[src/rtl/axis_guv_multi_pkg.sv]
// rtl/axis_guv_multi_pkg.sv - shared cmd-bus fields, register map, control/mode types
// Contents: register indices, response tag, CTRL/mode struct, output-select enum,
//   status-word packer used by the STATUS_RD response.
package axis_guv_multi_pkg;

  // Register indices carried in cmd word bits [19:16].
  localparam logic [3:0] REG_CTRL      = 4'd0;
  localparam logic [3:0] REG_INJ_SHIFT = 4'd1;
  localparam logic [3:0] REG_INJ_GO    = 4'd2;
  localparam logic [3:0] REG_STATUS_RD = 4'd3;
  localparam logic [3:0] REG_LOG_CLR   = 4'd4;

  // Tag placed in the reg field of a status response.
  localparam logic [3:0] RESP_TAG = 4'hF;

  // CTRL register layout; the same struct holds the latched per-packet mode.
  typedef struct packed {
    logic log_en;
    logic drop;
    logic pause;
  } ctrl_t;

  // Output-path selection, in priority order inject > drop > pause > pass.
  typedef enum logic [1:0] {
    SEL_PASS,
    SEL_PAUSE,
    SEL_DROP,
    SEL_INJECT
  } sel_e;

  function automatic logic [31:0] status_word(
    input logic [11:0] id,
    input logic [7:0]  ovf,
    input logic        pend,
    input logic        in_pkt,
    input logic [5:0]  occ
  );
    return {id, RESP_TAG, ovf, pend, in_pkt, occ};
  endfunction

endpackage

[src/rtl/axis_guv_multi_log_fifo.sv]
// rtl/axis_guv_multi_log_fifo.sv - synchronous log FIFO with clear, occupancy, full/empty
// Ports:
//   clk, rst          clock, synchronous active-high reset
//   clr               flush; wins over a same-cycle push or pop
//   push_tdata/tvalid write side; a push is taken when not full or popping this cycle
//   pop_tdata/tready  read side; pop_tdata is the head entry, valid whenever !empty
//   full, empty       status flags
//   count             occupancy, 0..2**DEPTH_W
module guv_log_fifo #(
  parameter int WIDTH   = 33,
  parameter int DEPTH_W = 4
) (
  input  logic               clk,
  input  logic               rst,
  input  logic               clr,
  input  logic [WIDTH-1:0]   push_tdata,
  input  logic               push_tvalid,
  output logic [WIDTH-1:0]   pop_tdata,
  input  logic               pop_tready,
  output logic               full,
  output logic               empty,
  output logic [DEPTH_W:0]   count
);

  localparam int DEPTH = 1 << DEPTH_W;

  logic [WIDTH-1:0]   mem [DEPTH];
  logic [DEPTH_W-1:0] wr_ptr;
  logic [DEPTH_W-1:0] rd_ptr;
  logic               do_push;
  logic               do_pop;

  assign full  = (count == (DEPTH_W + 1)'(DEPTH));
  assign empty = (count == '0);

  // Head is read straight out of storage: an entry written this cycle only
  // becomes visible next cycle, so there is no fall-through path.
  assign pop_tdata = mem[rd_ptr];

  assign do_pop  = !empty && pop_tready;
  assign do_push = push_tvalid && (!full || do_pop);

  always_ff @(posedge clk) begin
    if (rst || clr) begin
      wr_ptr <= '0;
      rd_ptr <= '0;
      count  <= '0;
    end else begin
      if (do_push) wr_ptr <= wr_ptr + DEPTH_W'(1);
      if (do_pop)  rd_ptr <= rd_ptr + DEPTH_W'(1);
      case ({do_push, do_pop})
        2'b10:   count <= count + (DEPTH_W + 1)'(1);
        2'b01:   count <= count - (DEPTH_W + 1)'(1);
        default: count <= count;
      endcase
    end
  end

  always_ff @(posedge clk) begin
    if (do_push && !clr && !rst) mem[wr_ptr] <= push_tdata;
  end

endmodule

[src/rtl/axis_guv_multi.sv]
// rtl/axis_guv_multi.sv - stream governor: pass/pause/drop/inject on din->dout, input log, cmd-bus control
// Ports:
//   clk, rst                          clock, synchronous active-high reset
//   din_TDATA/TVALID/TLAST/TREADY     governed input stream
//   dout_TDATA/TVALID/TLAST/TREADY    governed output stream (pass mode is combinational)
//   cmd_in_TDATA/TVALID               daisy-chained command bus in, {id[11:0], reg[3:0], val[15:0]}
//   cmd_out_TDATA/TVALID              forwarded command words and status responses, 1-cycle latency
//   log_TDATA/TLAST/TVALID/TREADY     log of accepted input flits
module axis_guv_multi
  import axis_guv_multi_pkg::*;
#(
  parameter int DATA_WIDTH  = 32,
  parameter int LOG_DEPTH_W = 4,
  parameter int ID_WIDTH    = 12,
  parameter int GUV_ID      = 0
) (
  input  logic                  clk,
  input  logic                  rst,
  input  logic [DATA_WIDTH-1:0] din_TDATA,
  input  logic                  din_TVALID,
  input  logic                  din_TLAST,
  output logic                  din_TREADY,
  output logic [DATA_WIDTH-1:0] dout_TDATA,
  output logic                  dout_TVALID,
  output logic                  dout_TLAST,
  input  logic                  dout_TREADY,
  input  logic [31:0]           cmd_in_TDATA,
  input  logic                  cmd_in_TVALID,
  output logic [31:0]           cmd_out_TDATA,
  output logic                  cmd_out_TVALID,
  output logic [DATA_WIDTH-1:0] log_TDATA,
  output logic                  log_TLAST,
  output logic                  log_TVALID,
  input  logic                  log_TREADY
);

  localparam logic [ID_WIDTH-1:0] MY_ID = ID_WIDTH'(GUV_ID);

  // Command decode
  logic [11:0] cmd_id;
  logic [3:0]  cmd_reg;
  logic [15:0] cmd_val;
  logic        cmd_hit;
  logic        wr_ctrl;
  logic        wr_shift;
  logic        wr_go;
  logic        rd_status;
  logic        log_clr;

  assign cmd_id  = cmd_in_TDATA[31:20];
  assign cmd_reg = cmd_in_TDATA[19:16];
  assign cmd_val = cmd_in_TDATA[15:0];

  assign cmd_hit   = cmd_in_TVALID && (cmd_id == MY_ID);
  assign wr_ctrl   = cmd_hit && (cmd_reg == REG_CTRL);
  assign wr_shift  = cmd_hit && (cmd_reg == REG_INJ_SHIFT);
  assign wr_go     = cmd_hit && (cmd_reg == REG_INJ_GO);
  assign rd_status = cmd_hit && (cmd_reg == REG_STATUS_RD);
  assign log_clr   = cmd_hit && (cmd_reg == REG_LOG_CLR);

  // State
  ctrl_t                 ctrl_q;
  ctrl_t                 mode_q;
  ctrl_t                 eff;
  logic                  in_pkt;
  logic [DATA_WIDTH-1:0] inj_data;
  logic                  inj_last;
  logic                  inject_pending;
  logic [7:0]            ovf_cnt;
  sel_e                  sel;

  // 16-bit words enter at the top and older words move down.
  logic [DATA_WIDTH+15:0] shift_cat;
  assign shift_cat = {cmd_val, inj_data};

  // Mode is frozen for the duration of an input packet; CTRL changes only
  // take hold when no packet is in flight.
  always_comb begin
    eff = in_pkt ? mode_q : ctrl_q;
  end

  always_comb begin
    if (inject_pending && !in_pkt) sel = SEL_INJECT;
    else if (eff.drop)             sel = SEL_DROP;
    else if (eff.pause)            sel = SEL_PAUSE;
    else                           sel = SEL_PASS;
  end

  always_comb begin
    dout_TDATA  = din_TDATA;
    dout_TLAST  = din_TLAST;
    dout_TVALID = 1'b0;
    din_TREADY  = 1'b0;
    case (sel)
      SEL_PASS: begin
        dout_TVALID = din_TVALID;
        din_TREADY  = dout_TREADY;
      end
      SEL_DROP: begin
        din_TREADY = 1'b1;
      end
      SEL_INJECT: begin
        dout_TDATA  = inj_data;
        dout_TLAST  = inj_last;
        dout_TVALID = 1'b1;
      end
      default: begin
      end
    endcase
    // Pass mode is combinational, so hold the handshakes low while in reset.
    if (rst) begin
      dout_TVALID = 1'b0;
      din_TREADY  = 1'b0;
    end
  end

  logic din_hs;
  logic inj_hs;
  assign din_hs = din_TVALID && din_TREADY;
  assign inj_hs = (sel == SEL_INJECT) && dout_TREADY && !rst;

  // Log FIFO
  logic                   log_push;
  logic                   log_pop;
  logic                   log_full;
  logic                   log_empty;
  logic                   ovf_evt;
  logic [LOG_DEPTH_W:0]   log_count;
  logic [DATA_WIDTH:0]    log_head;
  logic [31:0]            occ_wide;
  logic [5:0]             occ6;

  assign log_push = din_hs && eff.log_en;
  assign log_pop  = !log_empty && log_TREADY;
  // A clear swallows a coincident push without counting it as an overflow.
  assign ovf_evt  = log_push && log_full && !log_pop && !log_clr;

  guv_log_fifo #(
    .WIDTH   (DATA_WIDTH + 1),
    .DEPTH_W (LOG_DEPTH_W)
  ) u_log_fifo (
    .clk         (clk),
    .rst         (rst),
    .clr         (log_clr),
    .push_tdata  ({din_TDATA, din_TLAST}),
    .push_tvalid (log_push),
    .pop_tdata   (log_head),
    .pop_tready  (log_TREADY),
    .full        (log_full),
    .empty       (log_empty),
    .count       (log_count)
  );

  assign log_TDATA  = log_head[DATA_WIDTH:1];
  assign log_TLAST  = log_head[0];
  assign log_TVALID = !log_empty && !rst;

  always_comb begin
    occ_wide = 32'(log_count);
    occ6     = (occ_wide > 32'd63) ? 6'd63 : occ_wide[5:0];
  end

  always_ff @(posedge clk) begin
    if (rst) begin
      ctrl_q         <= '0;
      mode_q         <= '0;
      in_pkt         <= 1'b0;
      inj_data       <= '0;
      inj_last       <= 1'b0;
      inject_pending <= 1'b0;
      ovf_cnt        <= '0;
      cmd_out_TDATA  <= '0;
      cmd_out_TVALID <= 1'b0;
    end else begin
      mode_q <= eff;

      if (din_hs) in_pkt <= !din_TLAST;

      if (wr_ctrl) ctrl_q <= ctrl_t'(cmd_val[2:0]);

      if (wr_shift && !inject_pending) inj_data <= shift_cat[DATA_WIDTH+15:16];

      if (inj_hs) begin
        inject_pending <= 1'b0;
      end else if (wr_go && !inject_pending) begin
        inject_pending <= 1'b1;
        inj_last       <= cmd_val[0];
      end

      // A status read reports and clears the counter; an overflow in the
      // same cycle is kept so it shows up in the next read.
      if (rd_status) begin
        ovf_cnt <= {7'd0, ovf_evt};
      end else if (ovf_evt && (ovf_cnt != 8'hFF)) begin
        ovf_cnt <= ovf_cnt + 8'd1;
      end

      cmd_out_TVALID <= 1'b0;
      if (cmd_in_TVALID && !cmd_hit) begin
        cmd_out_TVALID <= 1'b1;
        cmd_out_TDATA  <= cmd_in_TDATA;
      end else if (rd_status) begin
        cmd_out_TVALID <= 1'b1;
        cmd_out_TDATA  <= status_word(MY_ID, ovf_cnt, inject_pending, in_pkt, occ6);
      end
    end
  end

endmodule
[config.mk]
export PLATFORM = sky130hd
export DESIGN_NAME = axis_guv_multi
export DESIGN_NICKNAME = d
export VERILOG_FILES = /design/src/rtl/axis_guv_multi_pkg.sv /design/src/rtl/axis_guv_multi_log_fifo.sv /design/src/rtl/axis_guv_multi.sv
export SDC_FILE = /design/constraint.sdc
export NUM_CORES = 1
export LEC_CHECK = 0
export CORE_MARGIN = 4
export CORE_UTILIZATION = 38
export CTS_CLUSTER_DIAMETER = 150
export CTS_CLUSTER_SIZE = 30
export DETAILED_ROUTE_END_ITERATION = 10
export HOLD_SLACK_MARGIN = 0.05
export PLACE_DENSITY = 0.65
export SLEW_MARGIN = 40
export SYNTH_ARGS = -nofsm -noshare
export SYNTH_HDL_FRONTEND = slang
export SYNTH_SLANG_ARGS = --single-unit
[constraint.sdc]
create_clock -name clk -period 3.2 [get_ports clk]
set_input_delay 0.64 -clock clk [delete_from_list [all_inputs] [get_ports clk]]
set_output_delay 0.64 -clock clk [all_outputs]
set_load 0.05 [all_outputs]
# --- Word level (Yosys, flattened, before mapping) ---
# Memories as Yosys holds them, arrays and structs flattened. A register that Yosys moved wholly into a read port is not among the register bits.
# Cells that the tools add are included.
totals:
  output_inout_bits: 102
  wordCells: 99
  n_memories: 1
  in_bits: 71
  mem_bits_rw: 528
  register_bits: 95
op_classes:
  reduce_logical: 44
  n_eq_ne: 10
  add_sub_neg: 5
  muxes: 21
  n_bitwise: 1
memory_table:
  columns: ["name", "words", "word_bits", "rd", "rd_ports_with_merged_regs", "wr", "line", "text"]
  rows:
  - ["u_log_fifo.mem", 16, 33, 1, 1, 1, "axis_guv_multi_log_fifo.sv:27", "logic [WIDTH-1:0] mem [DEPTH];"]
ops:
  columns: ["operator", "count"]
  rows:
  - ["32-bit 2-to-1 mux", 3]
  - ["1-bit logical AND", 23]
  - ["12-bit zero test", 1]
  - ["1-bit 2-to-1 mux", 10]
  - ["5-bit case mux with 2 select lines", 1]
  - ["1-bit zero test", 9]
  - ["4-bit by 1-bit adder with 4-bit output, second input constant", 2]
  - ["8-bit by 1-bit adder with 8-bit output, second input constant", 1]
  - ["4-bit by 2-bit == test with 1-bit output, second input constant", 2]
  - ["4-bit 2-to-1 mux", 2]
  - ["8-bit != test, second input constant", 1]
  - ["2-bit == test, second input constant", 3]
  - ["2-bit nonzero test", 3]
  - ["5-bit by 1-bit adder with 5-bit output, second input constant", 1]
  - ["5-bit == test, second input constant", 1]
  - ["5-bit zero test", 1]
  - ["5-bit by 1-bit subtractor with 5-bit output, second input constant", 1]
  - ["4-bit by 1-bit == test with 1-bit output, second input constant", 1]
  - ["4-bit by 3-bit == test with 1-bit output, second input constant", 1]
  - ["4-bit zero test", 1]
  - ["2-bit 2-to-1 mux", 2]
  - ["1-bit case mux with 2 select lines", 2]
  - ["2-bit OR reduction", 2]
  - ["3-bit 2-to-1 mux", 1]
  - ["5 further kinds", 6]

# --- Logic depth before layout (Yosys ltp) ---
# Gate-level depths: netlist (run 1).
depth:
  ltp_word: 15
  mapped_depth: 13
  ltp_nobuf: 12

# --- Hierarchy ---
# Synthesis (run 1) repeated with hierarchy kept, for this count alone.
hier_totals:
  cells_unflattened: 1380
  area_unflattened_um2: 24727.5
modules_own_cells:
  columns: ["module", "cells_each", "instances", "area_each_um2", "seq_area_each_um2"]
  rows:
  - ["guv_log_fifo", 941, 1, 20761.2, 16195.5]
  - ["axis_guv_multi", 439, 1, 3966.3, 1641.6]

# --- Worst setup path after synthesis (run 1) ---
# OpenSTA, ideal clock, no wires.
synth_path:
  kind: "in2reg"
  start: "in dout_TREADY"
  end: "mem u_log_fifo.mem[12][0], enable pin"
  path_slack_ps: -263
  required_ps: 2777
  n_path_buf: 0
  setup_ps: 423
  arrival_ps: 3040
  cell_stages: 5
  path_cell_list: "nor2b_1 -> o221ai_2 -> nor4_4 -> nand4_1 -> nor2_1"
synth_via:
  elab_chain_len: 9
synth_rtl:
  columns: ["element", "line", "text"]
  rows:
  - ["from (decl)", "axis_guv_multi.sv:26", "input logic dout_TREADY,"]
  - ["1-bit case mux with 2 select lines", "axis_guv_multi.sv:94", "case (sel)"]
  - ["1-bit 2-to-1 mux", "axis_guv_multi.sv:111", "if (rst) begin"]
  - ["1-bit logical AND", "axis_guv_multi.sv:119", "assign din_hs = din_TVALID && din_TREADY;"]
  - ["1-bit logical AND", "axis_guv_multi.sv:133", "assign log_push = din_hs && eff.log_en;"]
  - ["1-bit logical AND", "axis_guv_multi_log_fifo.sv:41", "assign do_push = push_tvalid && (!full || do_pop);"]
  - ["1-bit logical AND (2 in series)", "axis_guv_multi_log_fifo.sv:60", "if (do_push && !clr && !rst) mem[wr_ptr] <= push_tdata;"]
  - ["1-bit 2-to-1 mux", "axis_guv_multi_log_fifo.sv:60", null]
  - ["1-bit 2-to-1 mux (implied by the code)", "axis_guv_multi_log_fifo.sv:60", null]
  - ["to (decl)", "axis_guv_multi_log_fifo.sv:27", null]
# Every way passes these cells.

==> run metrics, run 1 <==
sequential area share after synthesis around three quarters; PortBufs around 170; synthesized area roughly 24000 um2; WP data required 2560 ps; maximum vdd ir drop ~0.40 mV; Syn-to-layout area delta 23.0%; final setup fails 33; wire per inst ~26 um; Int Pwr approximately 0.011 W; Final Hold Vio Count 0; Comb pwr share between 5 and 6%; placed instance count about 2400; final period utilization 105%; Setup Crit Path Kind flop to output pin; die area between 60000 and 70000 um2; hold buffer count at CTS 0; core area ~63000 um2; Final Util 47.4%; cells along the critical path buf_12, buf_12, buf_16, mux4_2, mux4_2, buf_6; total of max-cap violations 0; P_sw 0.00284 W; ANT cells 0; power per cell area around 450 nW/um2; total grt overflow 0; RSZ-0062 raised after global routing true; antenna violations before repair 0; Post-Syn Instances between 1000 and 1500; synth warn 0; largest buffer count on any clock path 3; TritonCTS clock tree done; All-Layer GR Usage between 15 and 20%; Row Count 92; Post-synth EDFFs 528; Flop pwr share approximately 66%; status complete, but fails checks; CTS clock-pin slew for the worst setup and hold paths ~120 ps; Final Max Tran Viols 0; Layout fillers ~5300; CP peak stage delay ~550 ps; critical path launch point type flop; clk root buf clkbuf_16; highest clock rate slightly below 0.3 GHz; post-DP HPWL 41800 um; Final Critical Period 3350 ps; chip height 261 um; Lkg Pwr approximately 9.4 nW; drt total wl approximately 62000 um; area share of the largest cell type after synthesis approximately 65%; final cell count without fillers ~2400; reg2reg setup slack 210 ps; FFs w/ async S/R, synth 0%; vias per cell about 5.5; crit-path max FO 7; Top FF cell, synth edfxtp_1; first-pass GRT wire length 91900 um; crit path to log_TDATA[29]; Vias between 10000 and 15000; Max H-tree Level 1; Worst Skew slightly above 20 ps; worst reg2reg endpoint u_log_fifo.count[4]; pin count of the biggest net entering global routing 54; Area contributors post-synth edfxtp_1 65%, mux4_2 15%, dfxtp_1 8.1%; CTS sink count about 630; post-route setup slack -151 ps; Reg2Reg Launch Point u_log_fifo.count[0]; initial detailed-routing violation count between 1000 and 1500; I/O pin count 173; Clock power frac between 20 and 30%; most common cell after layout, fill and taps aside edfxtp_1; clock latency at the later pin of the worst-skew pair about 600 ps; worst-margin pin slew a little over 700 ps; CP endpoint kind output pin; Distinct cells, synth 57; DRC viols 0; violated checks negative setup slack; hold crit path type flop to flop; setup_tns -3550 ps; Crit-path slowest cell mux4_2; die width between 200 and 300 um; Initial Util 38.5%; vias in the first global route between 10000 and 15000; RePlAce Congestion approximately 0.88; R2R cell count 12; worst hold slack 462 ps; slew margin rel. 51.4%; share of cells above drive strength 1 a little under a third; most frequent cells in the layout 528 x edfxtp_1, 165 x mux4_2, 103 x clkdlybuf4s50_1; CP arrival 2710 ps; Avg Cell Area, Syn roughly 19 um2; TritonCTS buffer count 24; Nets roughly 1600; Sw Ratio between 20% and 30%; Post-Syn Nets approximately 1400; top cell type by total area after synthesis edfxtp_1; Pre-antenna DRT Iters 6; antenna viol nets, final 0; synthesized flop and latch total 627
-- cells by family (layout without fill, tap and decap cells) --
kind of cell | count (synthesis) | count (layout) | synth area share (%)
XOR/XNOR | 6 | 6 | 0.215
multiplexers | 208 | 208 | 17.2
flip-flops | 627 | 627 | 73.1
buffers and inverters | 89 | 379 | 1.52
AND/OR/NAND/NOR | 241 | 241 | 4.67
adder cells (fa/ha/maj) | 11 | 11 | 0.595
AO/OA/AOI/OAI | 102 | 102 | 2.73
-- what timing repair did --
item                                    4_1_cts  5_1_grt
pin swaps                                     0        1
endpoints found under the setup margin       33       34
cloned                                       12        0
buffers inserted                             10        5
resized for setup                            56       12
-- power groups by stage --
stage / Clock [W] / Sequential, W / Combinational, W
6_report: 0.00389 / 0.00887 / 0.000745
3_3_place_gp: 0 / 0.00905 / 0.000731
4_1_cts: 0.00399 / 0.00887 / 0.000745
5_1_grt: 0.00428 / 0.00887 / 0.000783
3_5_place_dp: 0 / 0.00905 / 0.000741
2_1_floorplan: 0 / 0.00914 / 0.000189
-- cell usage after synthesis (all sizes together) (2+ instances only) --
cell,number
edfxtp,528
mux4,165
nand2,100
dfxtp,99
nor2,67
a21oi,49
clkbuf,47
mux2,33
buf,26
inv,16
a311oi,15
and2,14
a22oi,12
ha,10
mux2i,10
nor3,10
nor2b,8
nor4,7
nand3,5
nor3b,5
o21ai,5
nand4,4
o31ai,4
or4,4
and3,3
nand2b,3
o211ai,3
o41ai,3
xnor2,3
xor2,3
a21o,2
and4b,2
nor4b,2
or3,2
or4b,2
-- how the worst min path moves through the flow --
stage | startpoint | endpoint | slack, ps | depth (start not counted)
finish | inj_data[6] | inj_data[6] | 460 | 2
CTS | inj_data[2] | inj_data[2] | 460 | 2
floorplan | inj_data[0] | inj_data[0] | 430 | 2
detailed placement | inj_data[2] | inj_data[2] | 450 | 2
global placement | inj_data[15] | inj_data[15] | 440 | 2
global route | inj_data[11] | inj_data[11] | 490 | 2
-- flip-flops by register name, indices dropped and copies added, names as in the netlist, named ones only --
signal / count
inj_last: 1
ovf_cnt: 8
cmd_out_TVALID: 1
ctrl_q: 3
mode_q: 3
u_log_fifo.count: 5
inject_pending: 1
u_log_fifo.mem: 528
in_pkt: 1
u_log_fifo.wr_ptr: 4
u_log_fifo.rd_ptr: 4
cmd_out_TDATA: 32
inj_data: 32
-- worst max-delay path, delay by kind of cell (launching register included) --
| kind | cells | cell delay (ps) |
|---|---|---|
| buffers and inverters | 4 | 590 |
| flip-flops | 1 | 430 |
| multiplexers | 2 | 1100 |
-- layer usage --
metal,vias to the layer above,routed length (um),track usage [%]
li1,5684,-,-
met1,6991,26800,26.4
met2,487,29400,28.9
met3,43,5150,4.26
met4,0,745,2.64
met5,-,0,0
-- cell type report --
| class | instances | area (um2) | share of cell area, % |
|---|---|---|---|
| Clock inverter | 2 | 21.3 | 0.0709 |
| Sequential cell | 627 | 17800 | 59.5 |
| Tap cell | 846 | 1060 | 3.53 |
| Clock buffer | 42 | 689 | 2.30 |
| Timing Repair Buffer | 319 | 4080 | 13.6 |
| Inverter | 16 | 60.1 | 0.200 |
| Multi-Input combinational cell | 568 | 6260 | 20.9 |
-- stage by stage --
stage	setup slack (ps)	total power, W	instance area [um2]
floorplan	-263	0.00933	24400
global placement	-348	0.00978	28600
detailed placement	-400	0.00979	28600
CTS	-226	0.0136	30000
global route	-214	0.0139	30000
finish	-151	0.0135	30000
Power figures use the tool's default switching activity.
==> run 2: changes to the inputs <==
PLACE_DENSITY = 0.63   (was 0.65)
clock period = 4.1 ns   (was 3.2 ns; I/O delays follow)
==> run metrics, run 2 (same netlist as run 1, synthesis figures left out) <==
TritonCTS clock tree done; post-CTS setup buffer count 0; first-pass GRT wire length 85400 um; Syn-to-layout area delta 16.0%; total grt overflow 0; total of max-cap violations 0; CTS clock-pin slew for the worst setup and hold paths between 100 and 150 ps; Initial Util around 39%; antenna viol nets, final 0; Final Max Tran Viols 0; maximum vdd ir drop between 0.2 and 0.3 mV; Layout fillers 5404; RSZ-0062 raised after global routing false; RePlAce Congestion 0.847; drt total wl ~57000 um; Final Critical Period ~3900 ps; top flop regs u_log_fifo.mem x528, cmd_out_TDATA x32, inj_data x32; setup_tns 0 ps; CP endpoint kind output pin; Row Count just over 90; Vias between 10000 and 15000; power per cell area between 300 and 400 nW/um2; vias in the first global route roughly 13000; worst-margin pin slew 769 ps; most common cell after layout, fill and taps aside edfxtp_1; antenna violations before repair 4; final period utilization between 90% and 100%; die width about 260 um; clk root buf clkbuf_16; Reg area about 18000 um2; most frequent cells in the layout 528 x edfxtp_1, 165 x mux4_2, 138 x clkdlybuf4s50_1; Worst Skew between 20 and 30 ps; slew margin rel. approximately half; final setup fails 0; All-Layer GR Usage roughly 17%; initial detailed-routing violation count about 1200; CTS sink count 627; highest clock rate 0.253 GHz; Final Hold Vio Count 0; Pre-antenna DRT Iters 5; reg2reg setup slack around 760 ps; post-DP HPWL about 36000 um; ANT cells 0; hold crit path type flop to flop; crit-path max FO 87; share of cells above drive strength 1 around a quarter; Max H-tree Level 1; chip height around 260 um; Lkg Pwr around 8.6 nW; largest buffer count on any clock path 3; Setup Crit Path Kind flop to output pin; Largest register FFs between 500 and 600; I/O pin count approximately 170; clock latency at the later pin of the worst-skew pair a little under 600 ps; Multi-input gate area approximately 6200 um2; worst hold slack approximately 460 ps; status complete, no violations; Nets ~1600; WP data required around 3300 ps; wire per inst 24.4 um; CP arrival between 3000 and 4000 ps; Largest Register u_log_fifo.mem; critical path launch point type flop; pin count of the biggest net entering global routing a little under 90; TritonCTS buffer count 24; core area about 63000 um2; vias per cell ~5.3; PortBufs around 170; die area roughly 70000 um2; DRC viols 0
==> run 2: cell count changes in the layout (fill, tap and decap cells not counted), moves of 2 or more <==
cell	previous run	this run
buf_6	26	0
buf_4	86	88
buf_12	81	15
buf_16	12	0
buf_8	10	0
dlymetal6s2s_1	0	3
clkdlybuf4s50_1	103	138
==> run 2: per-layer routing <==
metal | vias to the layer above | GRT usage [%] | part of all wire (%)
li1 | 5519 | - | -
met1 | 6588 | 24.8 | 45
met2 | 401 | 26.7 | 47
met3 | 41 | 2.55 | 6.4
met4 | 0 | 2.85 | 1.5
met5 | - | 0 | 0
==> run 2: what timing repair did <==
action                                  in CTS  in global routing
gates resized for setup                      0                  3
endpoints found under the setup margin       0                  3
hold buffers                                 0                  0
==> run 2: worst paths after layout <==
check | from | end | depth (start not counted)
setup / recovery | flop | log_TDATA[6] | 4
hold / removal | inj_data[15] | inj_data[15] | 2
setup reg to reg | u_log_fifo.count[0] | u_log_fifo.count[4] | 12
hold reg to reg | inj_data[15] | inj_data[15] | 2
==> run 2: report_power, final <==
part | switching (W) | internal [W] | total (W)
Sequential | 0.0000157 | 0.00691 | 0.00692
Combinational | 0.000329 | 0.000176 | 0.000505
Clock | 0.00180 | 0.00117 | 0.00297
Total | 0.00214 | 0.00825 | 0.0104
==> run 2: layout make-up <==
| type | count | area share [%] |
|---|---|---|
| Sequential cell | 627 | 63.1 |
| Tap cell | 846 | 3.74 |
| Inverter | 16 | 0.212 |
| Clock buffer | 43 | 2.45 |
| Clock inverter | 1 | 0.0177 |
| Timing Repair Buffer | 245 | 8.43 |
| Multi-Input combinational cell | 568 | 22.1 |
==> run 2: critical path: stages (launching register included) <==
cell and delay, ps:
dfxtp_4 800, buf_12 510, mux4_2 420, mux4_2 530, buf_4 220
==> run 2: metrics by stage <==
stage	cell area [um2]	power, W	setup WS [ps]	instances	util [%]
2_1_floorplan	24400	0.00729	457	1284	-
3_3_place_gp	27600	0.00756	268	2302	43.6
3_5_place_dp	27600	0.00757	239	2302	43.6
4_1_cts	28300	0.0105	46.6	2346	44.7
5_1_grt	28300	0.0107	8.14	2346	44.7
6_report	28300	0.0104	151	2346	44.7
